### config.mk
export PLATFORM = sky130hd
export DESIGN_NAME = multi_phase_light_ctrl
export DESIGN_NICKNAME = d
export VERILOG_FILES = /design/src/rtl/light_ctrl_pkg.sv /design/src/rtl/phase_timer.sv /design/src/rtl/multi_phase_light_ctrl.sv
export SDC_FILE = /design/constraint.sdc
export NUM_CORES = 1
export LEC_CHECK = 0
export ABC_AREA = 1
export CORE_UTILIZATION = 35
export CTS_CLUSTER_DIAMETER = 60
export CTS_CLUSTER_SIZE = 25
export DETAILED_ROUTE_END_ITERATION = 10
export HOLD_SLACK_MARGIN = 0.15
export SETUP_SLACK_MARGIN = 0.2
export SKIP_LAST_GASP = 1
export SYNTH_ARGS = -nofsm -noshare
export SYNTH_HDL_FRONTEND = slang
export SYNTH_SLANG_ARGS = --single-unit
### constraint.sdc
create_clock -name clk -period 2.12 [get_ports clk]
set_input_delay 0.212 -clock clk [delete_from_list [all_inputs] [get_ports clk]]
set_output_delay 0.212 -clock clk [all_outputs]
set_load 0.05 [all_outputs]
### src/rtl/light_ctrl_pkg.sv
// Shared lamp encodings and phase codes for the multi-approach signal controller.
// Lamp triplets are {R,Y,G}; phases are legacy-compatible 2-bit constants.
package light_ctrl_pkg;

    localparam logic [2:0] LT_RED    = 3'b100;
    localparam logic [2:0] LT_YELLOW = 3'b010;
    localparam logic [2:0] LT_GREEN  = 3'b001;

    localparam logic [1:0] PH_ALLRED = 2'b00;
    localparam logic [1:0] PH_GREEN  = 2'b01;
    localparam logic [1:0] PH_YELLOW = 2'b10;

    // Only the selected approach ever leaves red; an illegal phase code shows red.
    function automatic logic [2:0] lamp_for(input logic [1:0] ph, input logic selected);
        logic [2:0] lamp;
        if (!selected) begin
            lamp = LT_RED;
        end else begin
            case (ph)
                PH_GREEN:  lamp = LT_GREEN;
                PH_YELLOW: lamp = LT_YELLOW;
                default:   lamp = LT_RED;
            endcase
        end
        return lamp;
    endfunction

endpackage

### src/rtl/phase_timer.sv
// Loadable down-counter timing one phase interval; saturates at zero and
// can be frozen by hold. Load wins over hold.
module phase_timer #(
    parameter int              CNT_W     = 8,
    parameter logic [CNT_W-1:0] RESET_VAL = {CNT_W{1'b0}}
) (
    input  logic             clk,
    input  logic             reset,
    input  logic             load,
    input  logic [CNT_W-1:0] load_val,
    input  logic             hold,
    output logic             zero
);

    logic [CNT_W-1:0] count_r;

    // Countdown register: reset, reload on phase entry, otherwise step toward zero.
    always_ff @(posedge clk) begin
        if (reset) begin
            count_r <= RESET_VAL;
        end else if (load) begin
            count_r <= load_val;
        end else if (hold || (count_r == {CNT_W{1'b0}})) begin
            count_r <= count_r;
        end else begin
            count_r <= count_r - {{(CNT_W-1){1'b0}}, 1'b1};
        end
    end

    assign zero = (count_r == {CNT_W{1'b0}});

endmodule

### src/rtl/multi_phase_light_ctrl.sv
// Moore controller cycling ALLRED -> GREEN -> YELLOW across NUM_APPROACH approaches,
// with demand-driven skipping, green rest and emergency all-red preemption.
module multi_phase_light_ctrl
    import light_ctrl_pkg::*;
#(
    parameter int NUM_APPROACH  = 4,
    parameter int GREEN_CYCLES  = 8,
    parameter int YELLOW_CYCLES = 3,
    parameter int ALLRED_CYCLES = 2,
    parameter int SKIP_EMPTY    = 1,
    parameter int CNT_W         = 8
) (
    input  logic                              clk,
    input  logic                              reset,
    input  logic [NUM_APPROACH-1:0]           demand,
    input  logic                              preempt,
    output logic [3*NUM_APPROACH-1:0]         lights,
    output logic [$clog2(NUM_APPROACH)-1:0]   active_idx,
    output logic [1:0]                        phase,
    output logic                              phase_done
);

    localparam int               IDX_W  = $clog2(NUM_APPROACH);
    localparam logic [CNT_W-1:0] AR_LD  = CNT_W'(ALLRED_CYCLES - 1);
    localparam logic [CNT_W-1:0] GR_LD  = CNT_W'(GREEN_CYCLES - 1);
    localparam logic [CNT_W-1:0] YE_LD  = CNT_W'(YELLOW_CYCLES - 1);
    localparam logic [IDX_W-1:0] LAST_IDX = IDX_W'(NUM_APPROACH - 1);

    logic [1:0]              phase_r;
    logic [1:0]              phase_nxt_s;
    logic [IDX_W-1:0]        idx_r;
    logic [IDX_W-1:0]        idx_nxt_s;
    logic [IDX_W-1:0]        next_req_s;
    logic [IDX_W-1:0]        rr_next_s;
    logic [IDX_W-1:0]        sel_s;
    logic [NUM_APPROACH-1:0] self_mask_s;
    logic                    any_req_s;
    logic                    other_req_s;
    logic                    t_load_s;
    logic                    t_hold_s;
    logic [CNT_W-1:0]        t_val_s;
    logic                    t_zero_s;

    phase_timer #(
        .CNT_W     (CNT_W),
        .RESET_VAL (AR_LD)
    ) u_timer (
        .clk      (clk),
        .reset    (reset),
        .load     (t_load_s),
        .load_val (t_val_s),
        .hold     (t_hold_s),
        .zero     (t_zero_s)
    );

    // Circular search after idx_r; scanning far-to-near lets the nearest requester win,
    // and the final candidate is idx_r itself so a sole requester is served again.
    always_comb begin
        next_req_s = idx_r;
        for (int k = NUM_APPROACH; k >= 1; k--) begin
            next_req_s = demand[(int'(idx_r) + k) % NUM_APPROACH]
                       ? IDX_W'((int'(idx_r) + k) % NUM_APPROACH) : next_req_s;
        end
    end

    assign rr_next_s   = (idx_r == LAST_IDX) ? {IDX_W{1'b0}} : idx_r + {{(IDX_W-1){1'b0}}, 1'b1};
    assign sel_s       = (SKIP_EMPTY != 0) ? next_req_s : rr_next_s;
    assign self_mask_s = {{(NUM_APPROACH-1){1'b0}}, 1'b1} << idx_r;
    assign any_req_s   = |demand;
    assign other_req_s = |(demand & ~self_mask_s);

    // Phase sequencing; preempt is checked before any demand-driven decision.
    always_comb begin
        phase_nxt_s = phase_r;
        idx_nxt_s   = idx_r;
        t_load_s    = 1'b0;
        t_hold_s    = 1'b0;
        t_val_s     = AR_LD;
        case (phase_r)
            PH_ALLRED: begin
                if (preempt) begin
                    t_load_s = 1'b1;
                    t_val_s  = AR_LD;
                end else if (t_zero_s) begin
                    if ((SKIP_EMPTY != 0) && !any_req_s) begin
                        t_hold_s = 1'b1;
                    end else begin
                        phase_nxt_s = PH_GREEN;
                        idx_nxt_s   = sel_s;
                        t_load_s    = 1'b1;
                        t_val_s     = GR_LD;
                    end
                end else begin
                    t_hold_s = 1'b0;
                end
            end
            PH_GREEN: begin
                if (preempt) begin
                    phase_nxt_s = PH_YELLOW;
                    t_load_s    = 1'b1;
                    t_val_s     = YE_LD;
                end else if (t_zero_s) begin
                    if ((SKIP_EMPTY != 0) && !other_req_s) begin
                        t_hold_s = 1'b1;
                    end else begin
                        phase_nxt_s = PH_YELLOW;
                        t_load_s    = 1'b1;
                        t_val_s     = YE_LD;
                    end
                end else begin
                    t_hold_s = 1'b0;
                end
            end
            PH_YELLOW: begin
                if (t_zero_s) begin
                    phase_nxt_s = PH_ALLRED;
                    t_load_s    = 1'b1;
                    t_val_s     = AR_LD;
                end else begin
                    t_hold_s = 1'b0;
                end
            end
            default: begin
                phase_nxt_s = PH_ALLRED;
                t_load_s    = 1'b1;
                t_val_s     = AR_LD;
            end
        endcase
    end

    // State registers; reset parks on all-red with the last approach as "previous".
    always_ff @(posedge clk) begin
        if (reset) begin
            phase_r <= PH_ALLRED;
            idx_r   <= LAST_IDX;
        end else begin
            phase_r <= phase_nxt_s;
            idx_r   <= idx_nxt_s;
        end
    end

    // Lamp decode from registered state only.
    always_comb begin
        lights = {(3*NUM_APPROACH){1'b0}};
        for (int i = 0; i < NUM_APPROACH; i++) begin
            lights[3*i +: 3] = lamp_for(phase_r, idx_r == IDX_W'(i));
        end
    end

    assign phase      = phase_r;
    assign active_idx = idx_r;
    assign phase_done = t_zero_s;

endmodule

### Word level (Yosys, flattened, before mapping)

Index checks and enable logic that the tools add are counted.

| storage, ports and cells | value |
|---|---|
| logic and storage cells | 98 |
| memory bits (writable) | 0 |
| bits in latches | 0 |
| ROM bits | 0 |
| memories | 0 |
| register bits | 12 |

| cells by class | value |
|---|---|
| shift-type cells | 1 |
| add/subtract/negate cells | 5 |
| $lt $le $gt $ge | 4 |
| equal/unequal tests | 12 |
| multiplexer cells | 53 |
| bitwise operators | 7 |
| divide/modulo/power cells | 0 |
| reductions and logical operators | 13 |
| $mul | 0 |

Operators by type and width:

| kind | number |
|---|---|
| 2-bit 2-to-1 mux | 14 |
| 1-bit 2-to-1 mux | 21 |
| 3-bit 2-to-1 mux | 7 |
| 3-bit by 4-bit less-than comparator with 1-bit output (second input constant) | 4 |
| 8-bit 2-to-1 mux | 2 |
| 8-bit case mux with 2 select lines | 1 |
| 2-bit != test (second input constant) | 5 |
| 1-bit binary-select mux with 2-bit select | 4 |
| 8-bit logical NOT | 1 |
| 2-bit OR reduction | 4 |
| 4-bit OR reduction | 2 |
| 8-bit by 1-bit subtractor with 8-bit output (second input constant) | 1 |
| 2-bit equality test (second input constant) | 3 |
| 3-bit != test (second input constant) | 2 |
| 2-bit case mux with 3 select lines | 1 |
| 3-bit case mux with 2 select lines | 1 |
| 6-bit AND reduction | 1 |
| 5-bit AND reduction | 1 |
| 2-bit by 1-bit adder with 2-bit output (second input constant) | 2 |
| 2-bit adder (second input constant) | 2 |
| 1-bit bitwise AND (first input constant) | 4 |
| 4-bit bitwise AND | 1 |
| 2-bit by 1-bit equality test with 1-bit output (second input constant) | 2 |
| 2-bit logical NOT | 2 |
| other kinds (7) | 7 |

### Longest topological paths before layout

Gate-level depths: netlist (run 1).

| depth | value |
|---|---|
| depth in word-level cells | 11 |
| depth in mapped cells | 14 |
| gate-level depth less buffers | 14 |

### Cells and area by module

From an unflattened synthesis (run 1), not the netlist that was laid out.

| unflattened totals | value |
|---|---|
| cell total of the unflattened synthesis | 229 |
| area total of the unflattened synthesis | 1296.2 um^2 |

Modules (own cells, without submodules):

| module | times used | area an instance (um^2) | seq. area each (um^2) | cells each |
|---|---|---|---|---|
| multi_phase_light_ctrl | 1 | 695.7 | 80.1 | 126 |
| phase_timer | 1 | 600.6 | 160.2 | 103 |

### Worst setup path before layout (run 1)

OpenSTA, ideal clock, no wires.

| timing path | value |
|---|---|
| path type | reg2reg |
| start | reg idx_r[0], in the netlist active_idx[0] |
| end | reg u_timer.count_r[1] |
| setup time | 114 ps |
| cell stages (with the launch flop) | 15 |
| data required time | 2006 ps |
| period minus slack after synthesis | 2076 ps |
| slack | 44 ps |
| path buffers | 0 |
| arrival | 1962 ps |
| cells stage by stage | dfxtp_1 inv_1 ha_1 inv_1 nand2_1 nand2_1 inv_1 nand2_1 nand2_2 nand2_2 nand2_2 nand3_4 nand3_1 nand2_1 a21oi_2 |

| between the ends | value |
|---|---|
| cells in the longest elaborated chain, start to end | 10 |

Ends and longest elaborated chain:

| element | line | text |
|---|---|---|
| from (decl) | multi_phase_light_ctrl.sv:31 | `logic [IDX_W-1:0] idx_r;` |
| from (signal assigned) | multi_phase_light_ctrl.sv:138 | `idx_r <= idx_nxt_s;` |
| 1-bit by 2-bit << shifter with 4-bit output (*) | multi_phase_light_ctrl.sv:68 | `assign self_mask_s = {{(NUM_APPROACH-1){1'b0}}, 1'b1} << idx_r;` |
| 4-bit inverter (*) | multi_phase_light_ctrl.sv:70 | `assign other_req_s = \|(demand & ~self_mask_s);` |
| 4-bit bitwise AND (*) | multi_phase_light_ctrl.sv:70 |  |
| 4-bit OR reduction (*) | multi_phase_light_ctrl.sv:70 |  |
| 1-bit 2-to-1 mux | multi_phase_light_ctrl.sv:103 | `if ((SKIP_EMPTY != 0) && !other_req_s) begin` |
| 1-bit 2-to-1 mux | multi_phase_light_ctrl.sv:102 | `end else if (t_zero_s) begin` |
| 1-bit 2-to-1 mux | multi_phase_light_ctrl.sv:98 | `if (preempt) begin` |
| 1-bit case mux with 2 select lines | multi_phase_light_ctrl.sv:79 | `case (phase_r)` |
| 1-bit logical OR | phase_timer.sv:23 | `end else if (hold \|\| (count_r == {CNT_W{1'b0}})) begin` |
| 2-bit != test (no line) | n/a |  |
| to (signal assigned) | phase_timer.sv:22 | `count_r <= load_val;` |
| to (signal assigned) | phase_timer.sv:24 | `count_r <= count_r;` |
| to (signal assigned) | phase_timer.sv:26 | `count_r <= count_r - {{(CNT_W-1){1'b0}}, 1'b1};` |
| to (decl) | phase_timer.sv:15 | `logic [CNT_W-1:0] count_r;` |

Mark *: on every way between the ends. The rest lies on a longest branch, timed or not.
A chain may end at the register's enable or synchronous reset.

### Worst setup path in the final report (run 1)

| timing path | value |
|---|---|
| start | reg phase_r[0], in the netlist phase[0] |
| end | reg u_timer.count_r[1] |

| between the ends | value |
|---|---|
| cells in the longest elaborated chain, start to end | 4 |

Ends and longest elaborated chain:

| element | line | text |
|---|---|---|
| from (decl) | multi_phase_light_ctrl.sv:29 | `logic [1:0] phase_r;` |
| from (signal assigned) | multi_phase_light_ctrl.sv:137 | `phase_r <= phase_nxt_s;` |
| 2-bit by 1-bit equality test with 1-bit output or 2-bit logical NOT (tied branches) | multi_phase_light_ctrl.sv:79 |  |
| 1-bit case mux with 2 select lines | multi_phase_light_ctrl.sv:79 |  |
| 1-bit logical OR | phase_timer.sv:23 |  |
| 2-bit != test (no line) | n/a |  |

Parallel ways exist; a longest one is shown, timed or not.

==> results list, run 1 <==
* Standby leakage power: approximately 0.00068 uW
* Violations in the final reports: DRC
- Counting every sink on the clock net gives 12.
* Total length of routed wires: around 2200 um
* Number of antenna-violating nets in the routed design: 0
* Clock tree from TritonCTS: built
- For this run, design rule violations remaining after detail routing come to 2.
- Actual transition at the worst max-transition pin: 0.499 ns
* Cell with the largest stage delay on the worst path: dfxtp_2
- The min-delay analysis places its worst path in the category flip-flop to flip-flop.
- The clock passes through at most 2 buffers.
- In this run the power spent charging and discharging nets is 997 uW.
* TritonCTS buffer count: 3
* Crit start category: flip-flop
- The clock arrives with 0.000620 ns of skew.
- In this run the number of H-tree levels came out at 1.
- The worst setup path is captured at a flip-flop.
- The number of setup buffers added after CTS is 0.
- Total GRT Usage: 15.2%
- At the later pin of the worst-skew pair, clock insertion delay measures 0.26 ns.
- In this run the power density over the cells is 1370 nW/um2.
- Pin count of the biggest net entering global routing: 11
- For this design, the CTS-stage hold fixing added 0 buffers.
- The tool flagged a number of max-cap violations equal to 0.
* Cell family with most CP delay: simple AND/OR/NAND/NOR gates
- The run finished, with violations left.
* Detail-routed via count per cell: 4.75
- Detailed routing inserted a total of between 1k and 1.5k vias.
- Of the total power, registers draw between 10% and 20%.
* Detail Placement HPWL: 1860 um
- Number of enable-type register cells in the synthesized netlist: 0
- After global routing the overflow that remains totals 0.
- Counting every net in the synthesized netlist gives 171.
- Measured against its own limit, the worst slew margin works out to 66.6%.
- Derived from the worst setup path, the maximum achievable clock frequency is 565 MHz.
- Weighted congestion reported at the end of routability-driven placement: between 0.7 and 0.8
- Final-layout fill cell count: ~290
- In this run, distinct cell masters in the synthesized netlist total 31.
- Gate Count Post-Synth: 155
- Slowest Stage Delay on Critical Path: 0.37 ns
* Port bufs: 23
- Dividing the detail-routed wire length by the instance count gives roughly 10 um.
* Total of warnings raised by yosys: 0
- Combinational logic is responsible for 70.4% of the overall power.
- CP required: around 2.3 ns
* Maximum fanout along the worst path: 6
- The final layout contains 199 nets.
- Measured on the finished design, the core utilization comes to 47.8%.
* Share of flip-flops with an asynchronous set or reset: 0%
* Most used cells in the layout excluding fill and tap cells: nand2_1 (37), inv_1 (28), nor2_1 (14), buf_4 (13), clkdlybuf4s50_1 (10)
- Number of antenna repair diodes: 0
- The number of global-route vias before repair is 940.
- Walking the worst path, the cells encountered are inv_1 -> ha_1 -> nand2_2 -> inv_2 -> or2_4 -> a21oi_4 -> nand3_4 -> nor2_4 -> nand2_1 -> a21oi_2.
- The initial utilization of the core area, before any placement, comes to 37.7%.
- CTS placed an instance of clkbuf_4 at the clock tree root.
- Hold is met by 0.511 ns.
* Final instance count without filler cells: 213
- Signal arrival time at the worst endpoint: around 2 ns
- After the first detailed-routing iteration, the DRC count stood at 31.
* Buffers plus inverters on the worst setup path: 2
- Clock-pin slew was measured on the worst setup and hold paths at 0.08 ns.
* Mean instance size in the synthesized netlist: ~7 um2
- #FFs+latches synth: 12
* Number of hold violations in the final report: 0
- The die covers 3270 um2.
- The first TritonRoute pass finished after 9 iterations.
- Post-synthesis instance area: 1070 um2
- Internal power comes to roughly 860 uW.
- The share of the Yosys chip area taken by registers is 22.5%.
* Leading cell type in the layout, fill and taps excluded: nand2_1
* Max Transition Viols Final: 0
- Compared with the post-synthesis result, the final layout area differs by 26.6%.
- The smallest clock period supported by the final layout is computed as 1.77 ns.
- VDD sags by at most ~0.00061 V.
- The post-route netlist has 28.6% of its cells at a drive strength greater than 1.
- Fin crit share: between 80% and 90%
- The floorplan has 19 rows.
- Die height: 57.2 um
- Die outline width: 57.2 um
- Net switching is ~54% of the power.
- Sum Neg Setup Slack: 0 ns
- Setup repair after global routing left no endpoint under its margin.
- Core outline area: 2830 um2
- In this run the count of I/O pins placed on the die edge is 24.
- Flip-flop cell with the highest count after synthesis: dfxtp_1
- Initial antenna violation count: 0
- Clk pwr share: 9.8%
* Finish-stage setup viols: 0
* Cell count after placement: 209
* Wire length of the first global-routing pass: a little under 4000 um
- Worst setup path class: flip-flop to flip-flop
## synthesized netlist by cell type (2+ instances only)
cell type | number | area, um2
nand2_1 | 37 | 139
inv_1 | 30 | 113
nor2_1 | 14 | 52.6
dfxtp_1 | 12 | 240
ha_1 | 9 | 113
nand3_1 | 8 | 40.0
nand2_2 | 7 | 43.8
o211ai_1 | 4 | 30.0
xor2_1 | 4 | 35.0
o21ai_0 | 3 | 15.0
a21oi_2 | 2 | 17.5
a21oi_4 | 2 | 32.5
inv_2 | 2 | 7.51
nand4_1 | 2 | 12.5
nor2_2 | 2 | 12.5
or2_2 | 2 | 12.5
## power by group through the flow
stage	clock network [uW]	logic [uW]	registers, uW
finish	182	1300	367
global route	203	1430	380
CTS	188	1310	367
detailed placement	0	1310	371
global placement	0	1300	368
floorplan	0	971	433
## worst reg2reg max path, delay by kind of cell, from the launching register on
kind	cells	cell delay, ns
buf+inv	2	0.12
flops	1	0.37
fa+ha+maj	1	0.30
simple gates	5	0.67
compound gates	2	0.27
## final timing paths
path / cells after the start / end / startpoint / slack [ns]
min reg2reg: 2 / u_timer.count_r[0]$_SDFFE_PP1P_ / u_timer.count_r[0]$_SDFFE_PP1P_ / 0.51
max reg2reg: 10 / u_timer.count_r[1]$_SDFFE_PP0P_ / phase[0]$_SDFFE_PP0P_ / 0.35
min: 2 / u_timer.count_r[0]$_SDFFE_PP1P_ / u_timer.count_r[0]$_SDFFE_PP1P_ / 0.51
max: 10 / u_timer.count_r[1]$_SDFFE_PP0P_ / phase[0]$_SDFFE_PP0P_ / 0.35
## logic make-up after synthesis
group | synth area share [%]
simple gates | 39.0
buf+inv | 11.8
compound gates | 12.0
flops | 22.5
fa+ha+maj | 10.6
xor+xnor | 4.10
## per-layer routing
metal	part of all wire [%]	track usage, %	vias to the layer above
met2	48	26.2	34
li1	-	-	533
met4	1.2	6.62	0
met3	4.9	1.36	2
met5	0	0	-
met1	46	19.4	443
## sequential cells by signal, summed over array words and instances, names as in the netlist
register and flops:
u_timer.count_r 8, active_idx 2, phase 2
## through the flow
| stage | worst slack (ns) | total power [uW] | area, um2 |
|---|---|---|---|
| after detailed placement | 0.356 | 1680 | 1310 |
| after floorplan | 0.205 | 1400 | 1070 |
| after CTS | 0.337 | 1870 | 1340 |
| after global routing | 0.227 | 2010 | 1350 |
| after global placement | 0.389 | 1670 | 1310 |
| final | 0.351 | 1850 | 1350 |
## repair_timing
item / CTS / global route
endpoints found under the setup margin: 0 / 1
endpoints found under the hold margin: 0 / 0
gates resized for setup: 0 / 5
## layout make-up
class                      instances  area (um2)  share of cell area [%]
clock buffer                       4        36.3                    2.69
inverter                          33         126                    9.35
multi-input combinational        110         708                    52.4
sequential                        12         244                    18.1
tap                               31        38.8                    2.87
timing repair buffer              23         198                    14.6
(Power assumes the default switching activity.)
==> run 2: changes to the inputs <==
==> constraint.sdc (replaced) <==
create_clock -name clk -period 1.7 [get_ports clk]
set_input_delay 0.17 -clock clk [delete_from_list [all_inputs] [get_ports clk]]
set_output_delay 0.17 -clock clk [all_outputs]
set_load 0.05 [all_outputs]
==> run 2 against run 1 <==
Net effect:
- the run still ends with DRC left
- die area unchanged
- sequential power is 36% higher
- sequential share of layout area down 4.1 points
- highest routed layer unchanged
==> results list, run 2 (synthesized netlist as in run 1, its figures left out) <==
* Post-Place Worst Slack: about 0.022 ns
- The layout has 230 filler cells.
- Clock root buffer: clkbuf_4
- For this run the aggregate overflow at the end of global routing stands at 0.
* Wire length of the first global-routing pass: 4660 um
- The number of antenna violations at the first check in global routing was 0.
- Detail-routed via count per cell: 4.75
* Maximum fanout along the worst path: 6
* Total number of clock tree sinks: 12
* Post-cts hold buffer count: 0
- In this run, placement finished with an instance count of 214.
- Signal arrival time at the worst endpoint: 1.81 ns
* Clock tree from TritonCTS: built
- Total power of the final layout: ~3000 uW
- Clock tree synthesis inserted a total of 3 buffers.
- Maximum operating frequency: 626 MHz
- Die area: 3270 um2
- For this configuration, the core starts out at a cell density of 37.7%.
* Clock network latency to the later pin of the worst-skew pair: 0.27 ns
- Total length of routed wires: roughly 2800 um
- Most used cells in the layout excluding fill and tap cells: nand2_1 (30), buf_4 (19), inv_1 (15), inv_2 (13), buf_12 (13)
- Total GRT Usage: about 18%
- Number of nets in the final layout: about 220
- Leading cell type in the layout, fill and taps excluded: nand2_1
- Number of antenna-violating nets in the routed design: 0
- Final instance count without filler cells: 232
- For this run, design rule violations remaining after detail routing come to 2.
* Port bufs: 23
- The worst setup path is captured at a flip-flop.
- At the pin with the least slew margin, the transition time is 0.459 ns.
* Max Transition Viols Final: 0
* Final cell area excluding filler cells: 1840 um2
- Max-cap violations in this run came to 0.
- Ports: 24
- Setup violations remaining at the end of the flow were counted as 0.
- The repair_antennas step left the layout with diodes totalling 0.
- Weighted congestion reported at the end of routability-driven placement: between 0.8 and 0.9
- In this run the core area contains 19 standard-cell rows.
- By startpoint and endpoint, the worst setup path is classified as flip-flop to flip-flop.
- The register with the most flip-flops in the layout has 8 of them.
* Pin count of the biggest net entering global routing: 8
* Period minus WS final: 1.60 ns
- After detailed routing, the average wire length per cell comes to 12.2 um.
* Core outline area: 2830 um2
- Summed over all cells, the static leakage comes to 0.000865 uW.
- Detailed placement ended at an HPWL of about 2000 um.
- Max Buffers Root-to-Sink: 2
* Type of the worst min-delay path: input pin to flip-flop
- Placed standard-cell area: 1560 um2
- Least setup slack across all paths after layout: 0.103 ns
- Count of TritonRoute iterations in the first routing pass: 7
- The worst setup path is launched from a flip-flop.
* H-tree depth: 1
- More flip-flops sit in one register than any other, and that register is u_timer.count_r.
- The flow ran to the end, but the final reports show violations.
- Power spread over the standard cell area amounts to 1630 nW/um2.
- Worst vdd rail ir drop: 0.000721 V
* Clock-pin slew on the worst setup and hold paths: 0.08 ns
- Die outline width: 57.2 um
* Number of global-route vias before repair: 1029
- The count of endpoints failing hold in the final timing report came to 0.
- Die height: about 57 um
* Max_slew headroom: 69.1%
- Of the cells placed in the final design, the portion with a size suffix greater than 1 is 53.2%.
- Fin crit share: 94.0%
- The final reports fail on DRC.
* CP required: 1.91 ns
* Post-Route Utilization: 65.1%
- Layout overhead on the synthesized area: 72.5%
- Iteration-0 DRC count of the detailed router: 33
* Setup repair after global routing missed its margin: true
- The detailed router placed 1102 vias in this run.
- The clock arrives with 0.00136 ns of skew.
run 2: stage by stage:
stage | setup TNS, ns | hold WS, ns
after global routing | -0.00679 | 0.514
final | 0 | 0.515
after detailed placement | 0 | 0.503
after CTS | 0 | 0.512
after global placement | 0 | 0.490
after floorplan | 0 | 0.232
run 2: worst max-delay path, cell delays in order (launching register included):
cell,delay (ns)
dfxtp_4,0.39
inv_4,0.05
ha_4,0.16
nand2_2,0.05
inv_2,0.03
or2_4,0.23
a21oi_4,0.16
nand3_4,0.14
nor2_4,0.12
nand2_1,0.08
a21oi_2,0.13
run 2: path summary, 6_finish.rpt:
check | startpoint | endpoint | slack, ns | cells after the start
setup / recovery | phase[0]$_SDFFE_PP0P_ | u_timer.count_r[1]$_SDFFE_PP0P_ | 0.10 | 10
hold / removal | reset | u_timer.count_r[1]$_SDFFE_PP0P_ | 0.52 | 2
setup reg to reg | phase[0]$_SDFFE_PP0P_ | u_timer.count_r[1]$_SDFFE_PP0P_ | 0.10 | 10
hold reg to reg | u_timer.count_r[1]$_SDFFE_PP0P_ | u_timer.count_r[1]$_SDFFE_PP0P_ | 0.53 | 2
run 2: layout make-up:
| cell class | count | area [um2] | share of cell area, % |
|---|---|---|---|
| clock buffers | 4 | 36.3 | 1.97 |
| inverters | 33 | 141 | 7.68 |
| multi-input cells | 111 | 877 | 47.7 |
| flip-flops and latches | 12 | 256 | 13.9 |
| well taps | 31 | 38.8 | 2.11 |
| repair buffers | 41 | 490 | 26.6 |
run 2: timing repair:
item / 4_1_cts / 5_1_grt
pin swaps: 12 / 5
setup buffers: 7 / 6
setup endpoints to repair: 20 / 24
endpoints found under the hold margin: 0 / 0
gates cloned: 1 / 0
resized for setup: 21 / 27
run 2: layer usage:
layer / track usage (%) / vias up / share of wire (%)
met5: 0 / - / 0
met4: 5.23 / 0 / 0.74
met3: 3.40 / 2 / 3.1
met2: 30.9 / 28 / 52
met1: 23.6 / 495 / 44
li1: - / 577 / -
run 2: power by group:
group | internal [uW] | switching [uW]
clock | 130 | 104
sequential | 380 | 118
combinational | 952 | 1320
total | 1460 | 1540
==> run 3: changes to the inputs <==
--- a/config.mk
+++ b/config.mk
@@ -6,6 +6,8 @@
 export NUM_CORES = 1
 export LEC_CHECK = 0
 export ABC_AREA = 1
+export CAP_MARGIN = 5
+export CORE_MARGIN = 4
 export CORE_UTILIZATION = 35
 export CTS_CLUSTER_DIAMETER = 60
 export CTS_CLUSTER_SIZE = 25
==> run 3 against run 2 <==
Net effect:
- the run now ends clean
- global-route usage decreased by 3.6 points
- maximum frequency decreased by 0.46%
- routed wire length increased by 12%
- sequential cell count unchanged
- final cell count increased by 2.2%
- combinational power increased by 7%
- setup slack got worse by 0.0073 ns
- register-to-register slack about the same
- clock-buffer cell count unchanged
- critical path type unchanged
- largest cell class unchanged
- largest power group unchanged
==> results list, run 3 (synthesized netlist as in run 1, its figures left out) <==
- Summed over all cells, the static leakage comes to 0.000916 uW.
- Reg2Reg Launch Point: phase[1]$_SDFFE_PP0P_
- Pin count of the biggest net entering global routing: 8
* Maximum capacitance violations: 0
* TritonCTS buffer count: 3
- Ports: 24
* Actual transition at the worst max-transition pin: 0.417 ns
- Largest Register: u_timer.count_r
- Leading cell type in the layout, fill and taps excluded: nand2_1
* Max Transition Viols Final: 0
* Post-route clock skew: around 0.0037 ns
- Post-cts hold buffer count: 0
* Clock-pin slew on the worst setup and hold paths: 0.08 ns
- Total power density per cell area: 1630 nW/um2
- Cells with a size suffix above 1 make up 56.8% of the layout.
- Switching portion of total power: 50.9%
* Worst setup path class: flip-flop to flip-flop
- Clock network latency to the later pin of the worst-skew pair: between 0.2 and 0.3 ns
- Remaining Overflow, GRT: 0
- In this run, flip-flops and latches consume between 10% and 20% of the power.
- Die area: 4000 um2
- The worst setup path is launched from a flip-flop.
- After detailed routing, the average wire length per cell comes to between 10 and 15 um.
- Detail-routed via count per cell: 4.94
- Combinational group share of total power: 76.8%
- Layout overhead on the synthesized area: 80.4%
- Global routing consumed, over all layers together, between 10% and 20% of the routing resources.
- From bottom edge to top edge, the die measures 63.2 um.
- Setup slack on the worst reg-to-reg path comes out at 0.1 ns.
- Total length of routed wires: ~3200 um
- Iteration-0 DRC count of the detailed router: 84
- Beginning of the critical path: phase[1]$_SDFFE_PP0P_
* Wire length of the first global-routing pass: 4800 um
* Sum Neg Setup Slack: 0 ns
* Fin crit share: 94.4%
- Switching component of the power: roughly 1600 uW
* Setup repair after global routing missed its margin: true
- For the worst setup path, the data arrival time is 1.81 ns.
* Count of unresolved DRC violations after routing: 0
- Number of antenna repair diodes: 0
- The layout has between 200 and 250 filler cells.
- The number of antenna violations at the first check in global routing was 0.
* Count of TritonRoute iterations in the first routing pass: 4
* Source of the worst hold timing path: u_timer.count_r[1]$_SDFFE_PP0P_
- CP required: 1.91 ns
- Detailed routing inserted a total of 1171 vias.
* Max Buffers Root-to-Sink: 2
- H-tree depth: 1
* Weighted congestion reported at the end of routability-driven placement: 0.830
- Result of the run: finished clean
* Standard-cell row count: 19
* Total power of the final layout: 3150 uW
- Maximum fanout along the worst path: 6
- For this configuration, the core starts out at a cell density of 37.7%.
* Core outline area: 2830 um2
- The share of total power dissipated in the clock network is 7.2%.
* Detail Placement HPWL: ~2100 um
- Period minus WS final: around 1.6 ns
- Die outline width: approximately 63 um
- Sort of element at the end of the critical path: flip-flop
- Most used cells in the layout excluding fill and tap cells: nand2_1 (28), buf_4 (21), inv_1 (15), inv_2 (13), buf_12 (13)
- The count of endpoints failing hold in the final timing report is 0.
* Worst vdd rail ir drop: 0.000657 V
- The cell sitting at the root of the clock tree is a clkbuf_4.
- Finish-stage setup viols: 0
* Max_slew headroom: 71.9%
- Maximum operating frequency: 623 MHz
- Port bufs: 23
- The register with the most flip-flops in the layout has 8 of them.
- TritonCTS built the clock tree.
- Internal cell power: 1540 uW
* Number of global-route vias before repair: 1113
- Number of antenna-violating nets in the routed design: 0
- Number of nets in the final layout: 223
- The clock drives 12 sinks.
* Type of the worst min-delay path: flip-flop to flip-flop
==> run 3: cell types whose count changed in the layout (fill, tap and decap cells not counted), sizes merged <==
| cell | before | now |
|---|---|---|
| buf | 34 | 40 |
| clkbuf | 5 | 4 |
==> run 3: repair_timing <==
item,in CTS,in global routing
endpoints found under the setup margin,20,23
gates cloned,1,0
setup buffers,11,6
pin swaps,10,17
gates resized for setup,11,45
==> run 3: layout make-up <==
cell class / count / area (um2) / area share, %
well taps: 31 / 38.8 / 2.01
repair buffers: 46 / 546 / 28.3
clock buffers: 4 / 36.3 / 1.88
flip-flops and latches: 12 / 260 / 13.5
inverters: 33 / 139 / 7.21
multi-input cells: 111 / 906 / 47.0
==> run 3: power groups by stage <==
stage / combinational, uW / clock, uW / sequential [uW]
2_1_floorplan: 1280 / 0 / 560
3_3_place_gp: 1910 / 0 / 480
3_5_place_dp: 1920 / 0 / 480
4_1_cts: 2160 / 233 / 479
5_1_grt: 2590 / 252 / 514
6_report: 2420 / 227 / 504
==> run 3: stage by stage <==
stage / setup slack (ns) / cell area, um2 / cells / hold WS (ns) / utilization (%)
global placement: 0.0390 / 1560 / 215 / 0.483 / 55.2
global route: -0.00239 / 1930 / 237 / 0.490 / 68.1
detailed placement: 0.0167 / 1560 / 215 / 0.486 / 55.2
finish: 0.0954 / 1930 / 237 / 0.473 / 68.1
floorplan: 0.0786 / 1130 / 155 / 0.232 / -
CTS: 0.103 / 1730 / 231 / 0.480 / 61.1
==> run 3: worst paths after layout <==
path              cells after the start                               to
setup / recovery                      8  u_timer.count_r[1]$_SDFFE_PP0P_
hold / removal                        2  u_timer.count_r[1]$_SDFFE_PP0P_
setup reg to reg                      8  u_timer.count_r[1]$_SDFFE_PP0P_
hold reg to reg                       2  u_timer.count_r[1]$_SDFFE_PP0P_
==> run 3: routing by layer <==
| layer | global-route usage, % | part of all wire, % | wire length [um] | up-vias |
|---|---|---|---|---|
| met5 | 0 | 0 | 0 | - |
| met3 | 2.13 | 2.4 | 76 | 5 |
| met2 | 24.6 | 53 | 1680 | 23 |
| li1 | - | - | - | 586 |
| met1 | 18.5 | 43 | 1370 | 557 |
| met4 | 6.20 | 1.2 | 39 | 0 |
==> run 3: worst max-delay path, stage by stage (launching register included) <==
cell	delay (ns)
dfxtp_4	0.37
buf_4	0.14
ha_2	0.15
or2_4	0.25
a21oi_4	0.16
nand3_4	0.15
nor2_4	0.15
nand2_2	0.07
a21oi_2	0.10
